**config.mk**
```make
export PLATFORM = sky130hd
export DESIGN_NAME = hpf_mac_sequencer_flat
export DESIGN_NICKNAME = d
export VERILOG_FILES = /design/src/rtl/hpf_mac_sequencer_if.sv /design/src/rtl/hpf_mac_sequencer.sv /design/src/flat_wrapper.sv
export SDC_FILE = /design/constraint.sdc
export NUM_CORES = 1
export LEC_CHECK = 0
export ABC_AREA = 1
export CAP_MARGIN = 20
export CORE_MARGIN = 5
export CORE_UTILIZATION = 55
export CTS_BUF_LIST = sky130_fd_sc_hd__clkbuf_4 sky130_fd_sc_hd__clkbuf_8
export DETAILED_ROUTE_END_ITERATION = 12
export MAX_ROUTING_LAYER = met4
export PLACE_DENSITY_LB_ADDON = 0.15
export SETUP_SLACK_MARGIN = 0.1
export SKIP_CTS_REPAIR_TIMING = 1
export SYNTH_ARGS = -nofsm -noshare
export SYNTH_HDL_FRONTEND = slang
export SYNTH_SLANG_ARGS = --single-unit
export TNS_END_PERCENT = 50
```
**constraint.sdc**
```tcl
create_clock -name clk -period 9.89 [get_ports clk]
set_input_delay 0.989 -clock clk [delete_from_list [all_inputs] [get_ports clk]]
set_output_delay 0.989 -clock clk [all_outputs]
set_load 0.02 [all_outputs]
```
**src/rtl/hpf_mac_sequencer_if.sv**
```systemverilog
// hpf_mac_sequencer_if: codec-side frame clock, stereo sample input and filtered output bundle.
interface hpf_mac_sequencer_if;
    logic        AUD_DACLRCK;
    logic [31:0] audioIn;
    logic [31:0] audioOut;
    logic        out_valid;
    logic        busy;
    logic        overrun;
    modport master (output AUD_DACLRCK, audioIn, input audioOut, out_valid, busy, overrun);
    modport slave (input AUD_DACLRCK, audioIn, output audioOut, out_valid, busy, overrun);
endinterface

```
**src/rtl/hpf_mac_sequencer.sv**
```systemverilog
// hpf_mac_sequencer: 9-tap symmetric FIR high-pass, one shared 16x16 MAC for both stereo channels.
// Define HPF_SAT_EN to saturate the output to 16 bits instead of wrapping.
module hpf_mac_sequencer #(
    parameter logic signed [15:0] C0 = -16'sd177,
    parameter logic signed [15:0] C1 = 16'sd440,
    parameter logic signed [15:0] C2 = -16'sd393,
    parameter logic signed [15:0] C3 = -16'sd43,
    parameter logic signed [15:0] C4 = 16'sd325,
    parameter int SHIFT = 10
) (
    input logic clk,
    input logic rst,
    hpf_mac_sequencer_if.slave bus
);
    typedef enum logic [1:0] {IDLE, MAC_L, MAC_R, DONE} state_t;
    state_t             state_q, state_d;
    logic [2:0]         sync_q, sync_d;
    logic signed [15:0] xl_q [9], xl_d [9], xr_q [9], xr_d [9];
    logic [3:0]         tap_q, tap_d;
    logic signed [39:0] acc_q, acc_d, acc_sum;
    logic [15:0]        left_q, left_d;
    logic [31:0]        out_q, out_d;
    logic               valid_q, valid_d, ovr_q, ovr_d;
    logic               tick;
    logic signed [15:0] mul_x, coef;
    logic signed [31:0] prod;

    function automatic logic [15:0] reduce(input logic signed [39:0] a);
`ifdef HPF_SAT_EN
        return (a >>> SHIFT) > 40'sd32767 ? 16'h7fff :
               (a >>> SHIFT) < -40'sd32768 ? 16'h8000 : 16'(a >>> SHIFT);
`else
        return 16'(a >>> SHIFT);
`endif
    endfunction

    assign tick = sync_q[1] & ~sync_q[2];
    assign sync_d = {sync_q[1:0], bus.AUD_DACLRCK};
    assign mul_x = (state_q == MAC_R) ? xr_q[tap_q] : xl_q[tap_q];
    // Symmetric response: tap k and tap 8-k share a coefficient
    assign coef = (tap_q == 4'd0 || tap_q == 4'd8) ? C0 :
                  (tap_q == 4'd1 || tap_q == 4'd7) ? C1 :
                  (tap_q == 4'd2 || tap_q == 4'd6) ? C2 :
                  (tap_q == 4'd3 || tap_q == 4'd5) ? C3 : C4;
    assign prod = 32'(mul_x) * 32'(coef);
    assign acc_sum = acc_q + 40'(prod);
    assign bus.audioOut = out_q;
    assign bus.out_valid = valid_q;
    assign bus.busy = (state_q != IDLE);
    assign bus.overrun = ovr_q;

    always_comb begin
        state_d = state_q;
        tap_d = tap_q;
        acc_d = acc_q;
        left_d = left_q;
        out_d = out_q;
        valid_d = 1'b0;
        ovr_d = ovr_q | (tick & (state_q != IDLE));
        xl_d = xl_q;
        xr_d = xr_q;
        case (state_q)
            IDLE: if (tick) begin
                for (int i = 8; i > 0; i--) begin
                    xl_d[i] = xl_q[i-1];
                    xr_d[i] = xr_q[i-1];
                end
                xl_d[0] = bus.audioIn[31:16];
                xr_d[0] = bus.audioIn[15:0];
                acc_d = '0;
                tap_d = '0;
                state_d = MAC_L;
            end
            MAC_L: begin
                acc_d = (tap_q == 4'd8) ? '0 : acc_sum;
                tap_d = (tap_q == 4'd8) ? 4'd0 : tap_q + 4'd1;
                left_d = (tap_q == 4'd8) ? reduce(acc_sum) : left_q;
                state_d = (tap_q == 4'd8) ? MAC_R : MAC_L;
            end
            MAC_R: begin
                acc_d = acc_sum;
                tap_d = (tap_q == 4'd8) ? 4'd0 : tap_q + 4'd1;
                state_d = (tap_q == 4'd8) ? DONE : MAC_R;
            end
            DONE: begin
                out_d = {left_q, reduce(acc_q)};
                valid_d = 1'b1;
                state_d = IDLE;
            end
            default: state_d = IDLE;
        endcase
    end

    always_ff @(posedge clk) begin
        if (rst) begin
            state_q <= IDLE;
            sync_q <= '0;
            xl_q <= '{default: '0};
            xr_q <= '{default: '0};
            tap_q <= '0;
            acc_q <= '0;
            left_q <= '0;
            out_q <= '0;
            valid_q <= 1'b0;
            ovr_q <= 1'b0;
        end else begin
            state_q <= state_d;
            sync_q <= sync_d;
            xl_q <= xl_d;
            xr_q <= xr_d;
            tap_q <= tap_d;
            acc_q <= acc_d;
            left_q <= left_d;
            out_q <= out_d;
            valid_q <= valid_d;
            ovr_q <= ovr_d;
        end
    end
endmodule

```
**src/flat_wrapper.sv**
```systemverilog
// flat-port wrapper written by rule: the top's interface ports become plain ports
module hpf_mac_sequencer_flat 
#(
    parameter logic signed [15:0] C0 = -16'sd177,
    parameter logic signed [15:0] C1 = 16'sd440,
    parameter logic signed [15:0] C2 = -16'sd393,
    parameter logic signed [15:0] C3 = -16'sd43,
    parameter logic signed [15:0] C4 = 16'sd325,
    parameter int SHIFT = 10
)
  (clk, rst, bus_AUD_DACLRCK, bus_audioIn, bus_audioOut, bus_out_valid, bus_busy, bus_overrun);
  hpf_mac_sequencer_if bus_i ();
  input logic clk;
  input logic rst;
  input wire logic [$bits(bus_i.AUD_DACLRCK)-1:0] bus_AUD_DACLRCK;
  input wire logic [$bits(bus_i.audioIn)-1:0] bus_audioIn;
  output wire logic [$bits(bus_i.audioOut)-1:0] bus_audioOut;
  output wire logic [$bits(bus_i.out_valid)-1:0] bus_out_valid;
  output wire logic [$bits(bus_i.busy)-1:0] bus_busy;
  output wire logic [$bits(bus_i.overrun)-1:0] bus_overrun;
  assign bus_i.AUD_DACLRCK = bus_AUD_DACLRCK;
  assign bus_i.audioIn = bus_audioIn;
  assign bus_audioOut = bus_i.audioOut;
  assign bus_out_valid = bus_i.out_valid;
  assign bus_busy = bus_i.busy;
  assign bus_overrun = bus_i.overrun;
  hpf_mac_sequencer #(.C0(C0), .C1(C1), .C2(C2), .C3(C3), .C4(C4), .SHIFT(SHIFT)) u_core (.clk(clk), .rst(rst), .bus(bus_i));
endmodule
```
== Yosys cells after proc, flatten, opt, wreduce, memory -nomap -nowiden ==
Cells that the tools add are included.
W data, S select, Z words.
Cells by class
  $add $sub $neg: 2
  multiply operators: 1
  order comparisons: 1
  equality and inequality tests: 11
  multiplexer cells: 22
  bitwise gates (word level): 5
  reduce and logical (&&, ||, !) cells: 14
Operators with widths (count)
  $mux W16: 9
  $bmux W16 S4: 2
  $pmux W40 S3: 1
  $mux W40: 2
  $add A40 B32 Y40: 1
  $mul A16 B16 Y32: 1
  $eq A4 B3 Y1 const B: 3
  $eq A4 B2 Y1 const B: 2
  $mux W4: 2
  $pmux W2 S4: 1
  $pmux W4 S2: 1
  $reduce_and A2 Y1: 4
  $ge A5 B5 Y1 const B: 1
  $not A4 Y5: 1
  $add A4 B1 Y4 const B: 1
  $eq A2 B2 Y1 const B: 2
  $eq A4 B1 Y1 const B: 1
  $eq A4 B4 Y1 const B: 1
  $logic_not A4 Y1: 1
  $logic_or A1 B1 Y1: 4
  $mux W2: 2
  $reduce_bool A2 Y1: 2
  $reduce_bool A3 Y1: 1
  $and A1 B1 Y1: 2
  other kinds (7): 8
Word-level totals
  bits in registers: 387
  bits of input ports: 35
  output and inout port bits: 35

== Logic depth before layout (Yosys ltp) ==
Gate-level depths: netlist (run 1).
  depth in word-level cells: 10
  depth in mapped cells: 42

== Least setup slack after synthesis (run 1) ==
Ideal clock, no wire load.
  path type: reg2reg
  from: register u_core.tap_q[1]
  to: register u_core.left_q[12]
  library setup time: 0.116 ns
  arrival: 7.247 ns
  required time: 9.774 ns
  setup slack: 2.527 ns
  stages on the path, launching flop included: 34
  buffers on the path: 3
  path through: dfxtp_1 -> clkinv_1 -> clkbuf_1 -> clkbuf_1 -> ha_1 -> inv_1 -> nor2_1 -> a21oi_4 -> clkbuf_1 -> nor2_1 -> inv_1 -> fa_1 -> inv_1 -> fa_1 -> fa_1 -> fa_1 -> fa_1 -> inv_1 -> fa_1 -> inv_1 -> ha_1 -> a21oi_1 -> inv_1 -> a21oi_1 -> o21ai_0 -> a21oi_1 -> o21ai_0 -> a21oi_1 -> inv_1 -> or2_2 -> nand2_1 -> nand2_1 -> o211ai_1 -> inv_1
On the way
  cells in the longest elaborated chain, start to end: 8
  elaborated cells on any way between the ends: 27
  those cells by class: add/sub: 1; mul: 1; eq/ne: 7; mux: 11; bitwise: 1; reduce/logical: 6
RTL lines
  start, declared: RTL line hpf_mac_sequencer.sv:19  | logic [3:0] tap_q, tap_d;
  start signal, assigned: RTL line hpf_mac_sequencer.sv:111  | tap_q <= tap_d;
  parallel branches: the longest is 8 deep, another holds $add A40 B32 Y40
  end signal, assigned: RTL line hpf_mac_sequencer.sv:113  | left_q <= left_d;
  end, declared: RTL line hpf_mac_sequencer.sv:21  | logic [15:0] left_q, left_d;
Parallel ways; which one is timed is not known. The select of a mux whose other input is x is not followed.
A chain may end at the register's enable or synchronous reset.

== Worst setup path after layout (run 1) ==
  from: register u_core.tap_q[2]
  to: register u_core.left_q[12]
Same word-level chain as after synthesis.

==> impl_metrics.ini, run 1 <==
[outcome]
run_status = complete, no violations

[yosys]
ys_seq_elements = 373
synthAdderAreaFrac = 0.2392
synth_edf_count = 0
syn_inst = 3103
synth_xor_xnor_area_share = 0.007955
synth_compound_area_frac = 0.1963
synth_top_cell_by_area = dfxtp_1
synth_sequential_area_ratio = 0.3083
netlist_area_mm2 = 0.02422
dominantRegCellSynth = dfxtp_1
synth_cell_types = 45
yosys_warnings = 0
synth.area.top_cells = dfxtp_1, fa_1, inv_1, o21ai_0, a21oi_1
muxShareOfSynthArea = 0
synthArstFlopShare = 0
synth-simple-area-share = 0.1247
syn-num-nets = 3463
synth.most_common_cell = inv_1
avgSynthCellArea_um2 = 7.806
yosys-top-cells-count = inv_1, o21ai_0, dfxtp_1, nand2_1, a21oi_1
synth_top_family_by_area = adder cells
synth_top_area_frac = 0.3083

[detailed_routing]
antenna_left = 0
dr.pass1.iters = 5
drc = 0
drtIter0Drc = 1973
vias_per_cell = 5.442
vias = 20290
routedWlPerCell_um = 17.04
drt_wl_total_mm = 63.54

[setup_path]
cp_slowest_cell = buf_4
worstSetupPathType = flip-flop to flip-flop
critical-path-max-stage-delay_ns = 0.61
reg2reg_depth = 31
r2r_slack_ns = 1.25
required_ns = 10.42
regToRegEndpoint = u_core.left_q[12]$_SDFFE_PP0P_
path_max_fanout = 51
r2r_start = u_core.tap_q[2]$_SDFFE_PP0P_
cp-start-kind = flip-flop
arrival_ns = 9.18
cp-end-kind = flip-flop

[floorplan]
num_io_pins = 70
num_rows = 76
die_x_um = 219.9
initial_core_util = 0.5586
die_y_um = 219.9
core-area_mm2 = 0.04336
dieArea_mm2 = 0.04834

[global_routing]
grt_max_degree = 184
grt_overflow = 0
grt_use_total = 0.2767
grt_pass1_vias = 20210
grt_pass1_wl_mm = 104.3
antenna_found_initial = 2

[sta]
rsz0062_at_grt = no
hold_viol = 0
maxSlewViolCount = 0
finalSetupViolations = 0
fmax_ghz = 0.1157
fin_crit_ns = 8.643
max_slew_margin = 0.2459
tightest_slew_ns = 1.131
setup_tns_ns = 0
clock_skew_ns = 0.04179
fin_crit_sh = 0.8739

[cells_and_area]
drive_above_1_share = 0.05702
syn_to_final_growth_pct = 9.995
nets = 3451
final_area_mm2 = 0.02664
finish.utilization = 0.6145

[clock_tree]
insertion_delay_ns = 0.68
path_clk_slew_ns = 0.06
cts_max_level = 3
cts-root-buf = clkbuf_8
cts_buffers = 66
clockBufferDepth = 3
cts_tree = built
cts.sinks = 373

[min_path]
hp-start = u_core.sync_q[0]$_SDFF_PP0_
hold_depth = 2
hold_class = flip-flop to flip-flop
hold_end = u_core.sync_q[1]$_SDFF_PP0_

[place]
hpwl_mm = 44.50
routabilityCongestion = 0.9678
port_buffers = 69
dpl-instance-area_mm2 = 0.02515

[flow_run]
maxCapViolCount = 0
==> logic make-up (layout without fill, tap and decap cells) <==
| kind of cell | Yosys count | count (layout) |
|---|---|---|
| AO/OA/AOI/OAI | 863 | 863 |
| adder cells (fa/ha/maj) | 325 | 325 |
| flip-flops | 373 | 373 |
| XOR/XNOR | 22 | 22 |
| other | 0 | 4 |
| buffers and inverters | 774 | 810 |
| AND/OR/NAND/NOR | 746 | 746 |
==> final cells by class <==
class                           instances  area, um^2
Clock buffer                           99        1244
Sequential cell                       373        7471
Clock inverter                         17       217.7
Multi-Input combinational cell       1956       13790
Inverter                              596        2250
Antenna cell                            4       10.01
Timing Repair Buffer                   98       933.4
Tap cell                              585       732.0
Fill cell                            3991       16720
==> critical path, delay by kind of cell, from the launching register on <==
kind                     cells  cell delay (ns)
AO/OA/AOI/OAI               10             1.90
adder cells (fa/ha/maj)      7             3.35
buffers and inverters        8             1.19
flip-flops                   1             0.49
AND/OR/NAND/NOR              6             1.50
==> worst max path at each step <==
| stage | end | depth (start not counted) | start |
|---|---|---|---|
| after global routing | u_core.left_q[12]$_SDFFE_PP0P_ | 39 | u_core.tap_q[2]$_SDFFE_PP0P_ |
| final | u_core.left_q[12]$_SDFFE_PP0P_ | 31 | u_core.tap_q[2]$_SDFFE_PP0P_ |
| after floorplan | u_core.left_q[12]$_SDFFE_PP0P_ | 33 | u_core.tap_q[1]$_SDFFE_PP0P_ |
| after global placement | u_core.left_q[15]$_SDFFE_PP0P_ | 33 | u_core.tap_q[2]$_SDFFE_PP0P_ |
| after CTS | u_core.left_q[12]$_SDFFE_PP0P_ | 31 | u_core.tap_q[2]$_SDFFE_PP0P_ |
| after detailed placement | u_core.left_q[12]$_SDFFE_PP0P_ | 31 | u_core.tap_q[2]$_SDFFE_PP0P_ |
==> metal layers <==
layer,wire (um),track usage,vias up
met5,0,-,-
met4,1689,0.08488,0
met1,29290,0.3805,9730
met3,4582,0.06347,125
met2,27980,0.4108,559
li1,-,-,9875
==> through the flow <==
stage	instances	hold WS, ns	worst slack, ns
3_3_place_gp	3607	0.4000	1.470
4_1_cts	3723	0.4176	1.364
5_1_grt	3728	0.4318	0.7659
6_report	3728	0.4099	1.247
3_5_place_dp	3607	0.4093	1.443
2_1_floorplan	3103	0.3883	2.527
==> sequential cells by signal, indices dropped and copies added, names as in the netlist, named ones only <==
signal and count:
u_core.bus.overrun 1, u_core.bus.out_valid 1, u_core.left_q 16, u_core.tap_q 4, u_core.state_q 1, u_core.xr_q 144, u_core.acc_q 26, u_core.sync_q 3
u_core.xl_q 144, u_core.bus.audioOut 32
==> cell usage in the layout, fill, tap and decap left out, types with 4 or more instances in the layout <==
master	Yosys	routed
inv_1	586	583
o21ai_0	382	382
dfxtp_1	373	372
nand2_1	345	345
a21oi_1	330	330
nor2_1	272	270
fa_1	230	230
ha_1	95	95
nand3_1	90	90
clkbuf_8	0	80
o211ai_1	75	75
clkdlybuf4s50_1	0	69
buf_4	7	27
clkbuf_4	0	19
o2111ai_1	18	18
o21bai_1	15	15
xor2_1	13	13
o221ai_1	9	9
xnor2_1	9	9
o311ai_0	8	8
nand4_1	7	7
clkinv_2	0	7
inv_2	5	6
nor2_2	7	6
nor2_4	2	5
clkinv_1	5	5
a32oi_1	5	5
nand2_2	5	5
a21o_1	5	5
nor3_1	6	5
diode_2	0	4
or2_2	4	4
o21ai_1	4	4
bufinv_16	0	4
Power of run 1 is not shown: default switching activity piles up to over one toggle a cycle in this logic, so the estimate is an artifact.
==> run 2: changes to the inputs <==
Settings changed: CORE_ASPECT_RATIO set to 0.6, MAX_ROUTING_LAYER met4 to unset.
==> run 2 against run 1 <==
  * Cell area down 0.80%
  * Die area up 0.29%
  * Worst hold slack worse by 0.019 ns
  * Critical endpoint is now u_core.left_q[15]$_SDFFE_PP0P_
  * Highest routed layer is now met5
==> impl_metrics.ini, run 2 (same netlist as run 1, synthesis figures left out) <==
[detailed_routing]
drtIter0Drc = 2243
vias_per_cell = 5.521
dr.pass1.iters = 6
drt_wl_total_mm = 69.51
vias = 20500
antenna_left = 0
routedWlPerCell_um = 18.72
drc = 0

[sta]
fin_crit_sh = 0.8827
setup_tns_ns = 0
maxSlewViolCount = 0
tightest_slew_ns = 1.009
fmax_ghz = 0.1146
fin_crit_ns = 8.730
hold_viol = 0
finalSetupViolations = 0
rsz0062_at_grt = no
clock_skew_ns = 0.03617
max_slew_margin = 0.3232

[clock_tree]
cts.sinks = 373
clockBufferDepth = 3
cts_buffers = 54
cts_max_level = 2
path_clk_slew_ns = 0.07
cts_tree = built
cts-root-buf = clkbuf_8
insertion_delay_ns = 0.65

[floorplan]
num_io_pins = 70
dieArea_mm2 = 0.04848
core-area_mm2 = 0.04341
die_y_um = 172.6
initial_core_util = 0.5581
num_rows = 59
die_x_um = 280.9

[cells_and_area]
layout_common_cells = inv_1, o21ai_0, dfxtp_1
nets = 3453
drive_above_1_share = 0.05584
syn_to_final_growth_pct = 9.111
antenna-diode-count = 0
n_fill_cell = 3894
final_common_cell = inv_1

[global_routing]
grt_use_total = 0.2850
grt_max_degree = 242
grt_pass1_wl_mm = 110.7
grt_overflow = 0
grt_pass1_vias = 19580
antenna_found_initial = 2

[setup_path]
arrival_ns = 9.25
worstSetupPathType = flip-flop to flip-flop
cp-startpoint = u_core.tap_q[0]$_SDFFE_PP0P_
critical-path-max-stage-delay_ns = 0.76
cp_slowest_cell = dfxtp_4
crit_path_end = u_core.left_q[15]$_SDFFE_PP0P_
crit_top_cell = inv_1
cp-end-kind = flip-flop
reg2reg_depth = 33
cp-start-kind = flip-flop
path_max_fanout = 74
r2r_slack_ns = 1.16
regToRegEndpoint = u_core.left_q[15]$_SDFFE_PP0P_
required_ns = 10.41
r2r_start = u_core.tap_q[0]$_SDFFE_PP0P_

[place]
routabilityCongestion = 0.9969
hpwl_mm = 51.46
port_buffers = 69

[min_path]
hold_class = flip-flop to flip-flop

[flow_run]
maxCapViolCount = 0

[outcome]
run_status = complete, no violations
run 2: cell types whose count changed in the layout (fill, tap and decap cells not counted), sizes merged, moves of 3 or more:
| cell | delta |
|---|---|
| diode | -4 |
| clkbuf | -13 |
| bufinv | -3 |
| buf | +15 |
run 2: through the flow:
| step | cell area (um^2) | cells | util | setup slack, ns | hold WS [ns] |
|---|---|---|---|---|---|
| after global routing | 26430 | 3713 | 0.6089 | 0.7467 | 0.4010 |
| after floorplan | 24220 | 3103 | - | 2.527 | 0.3883 |
| after CTS | 26430 | 3713 | 0.6089 | 1.404 | 0.3879 |
| after detailed placement | 25280 | 3616 | 0.5823 | 1.483 | 0.4071 |
| after global placement | 25280 | 3616 | 0.5823 | 1.389 | 0.4015 |
| final | 26430 | 3713 | 0.6089 | 1.160 | 0.3905 |
run 2: critical path, delay by kind of cell (launching register included):
family / cells / cell delay (ns)
adder cells (fa/ha/maj): 7 / 3.40
AND/OR/NAND/NOR: 11 / 1.88
buffers and inverters: 10 / 1.54
flip-flops: 1 / 0.76
AO/OA/AOI/OAI: 4 / 0.76
XOR/XNOR: 1 / 0.19
run 2: metal layers:
layer  share of wire  track usage
met3            0.14       0.1275
met4           0.013      0.04506
met5         0.00019            0
met2            0.36       0.3445
met1            0.49       0.4627
run 2: layout make-up:
| class | instances | area, um^2 | share of cell area |
|---|---|---|---|
| Tap cell | 579 | 724.4 | 0.02741 |
| Inverter | 596 | 2247 | 0.08502 |
| Timing Repair Buffer | 112 | 1046 | 0.03958 |
| Sequential cell | 373 | 7471 | 0.2827 |
| Multi-Input combinational cell | 1956 | 13790 | 0.5216 |
| Clock buffer | 86 | 1040 | 0.03934 |
| Clock inverter | 11 | 115.1 | 0.004355 |
run 2: worst min path at each step:
stage | start | end | slack (ns) | depth (start not counted)
finish | u_core.sync_q[0]$_SDFF_PP0_ | u_core.sync_q[1]$_SDFF_PP0_ | 0.39 | 2
global route | u_core.sync_q[0]$_SDFF_PP0_ | u_core.sync_q[1]$_SDFF_PP0_ | 0.40 | 2
CTS | u_core.sync_q[0]$_SDFF_PP0_ | u_core.sync_q[1]$_SDFF_PP0_ | 0.39 | 2
detailed placement | u_core.sync_q[0]$_SDFF_PP0_ | u_core.sync_q[1]$_SDFF_PP0_ | 0.41 | 2
global placement | u_core.sync_q[0]$_SDFF_PP0_ | u_core.sync_q[1]$_SDFF_PP0_ | 0.40 | 2
floorplan | u_core.sync_q[0]$_SDFF_PP0_ | u_core.sync_q[1]$_SDFF_PP0_ | 0.39 | 2
Power of run 2 is left out for the same reason.
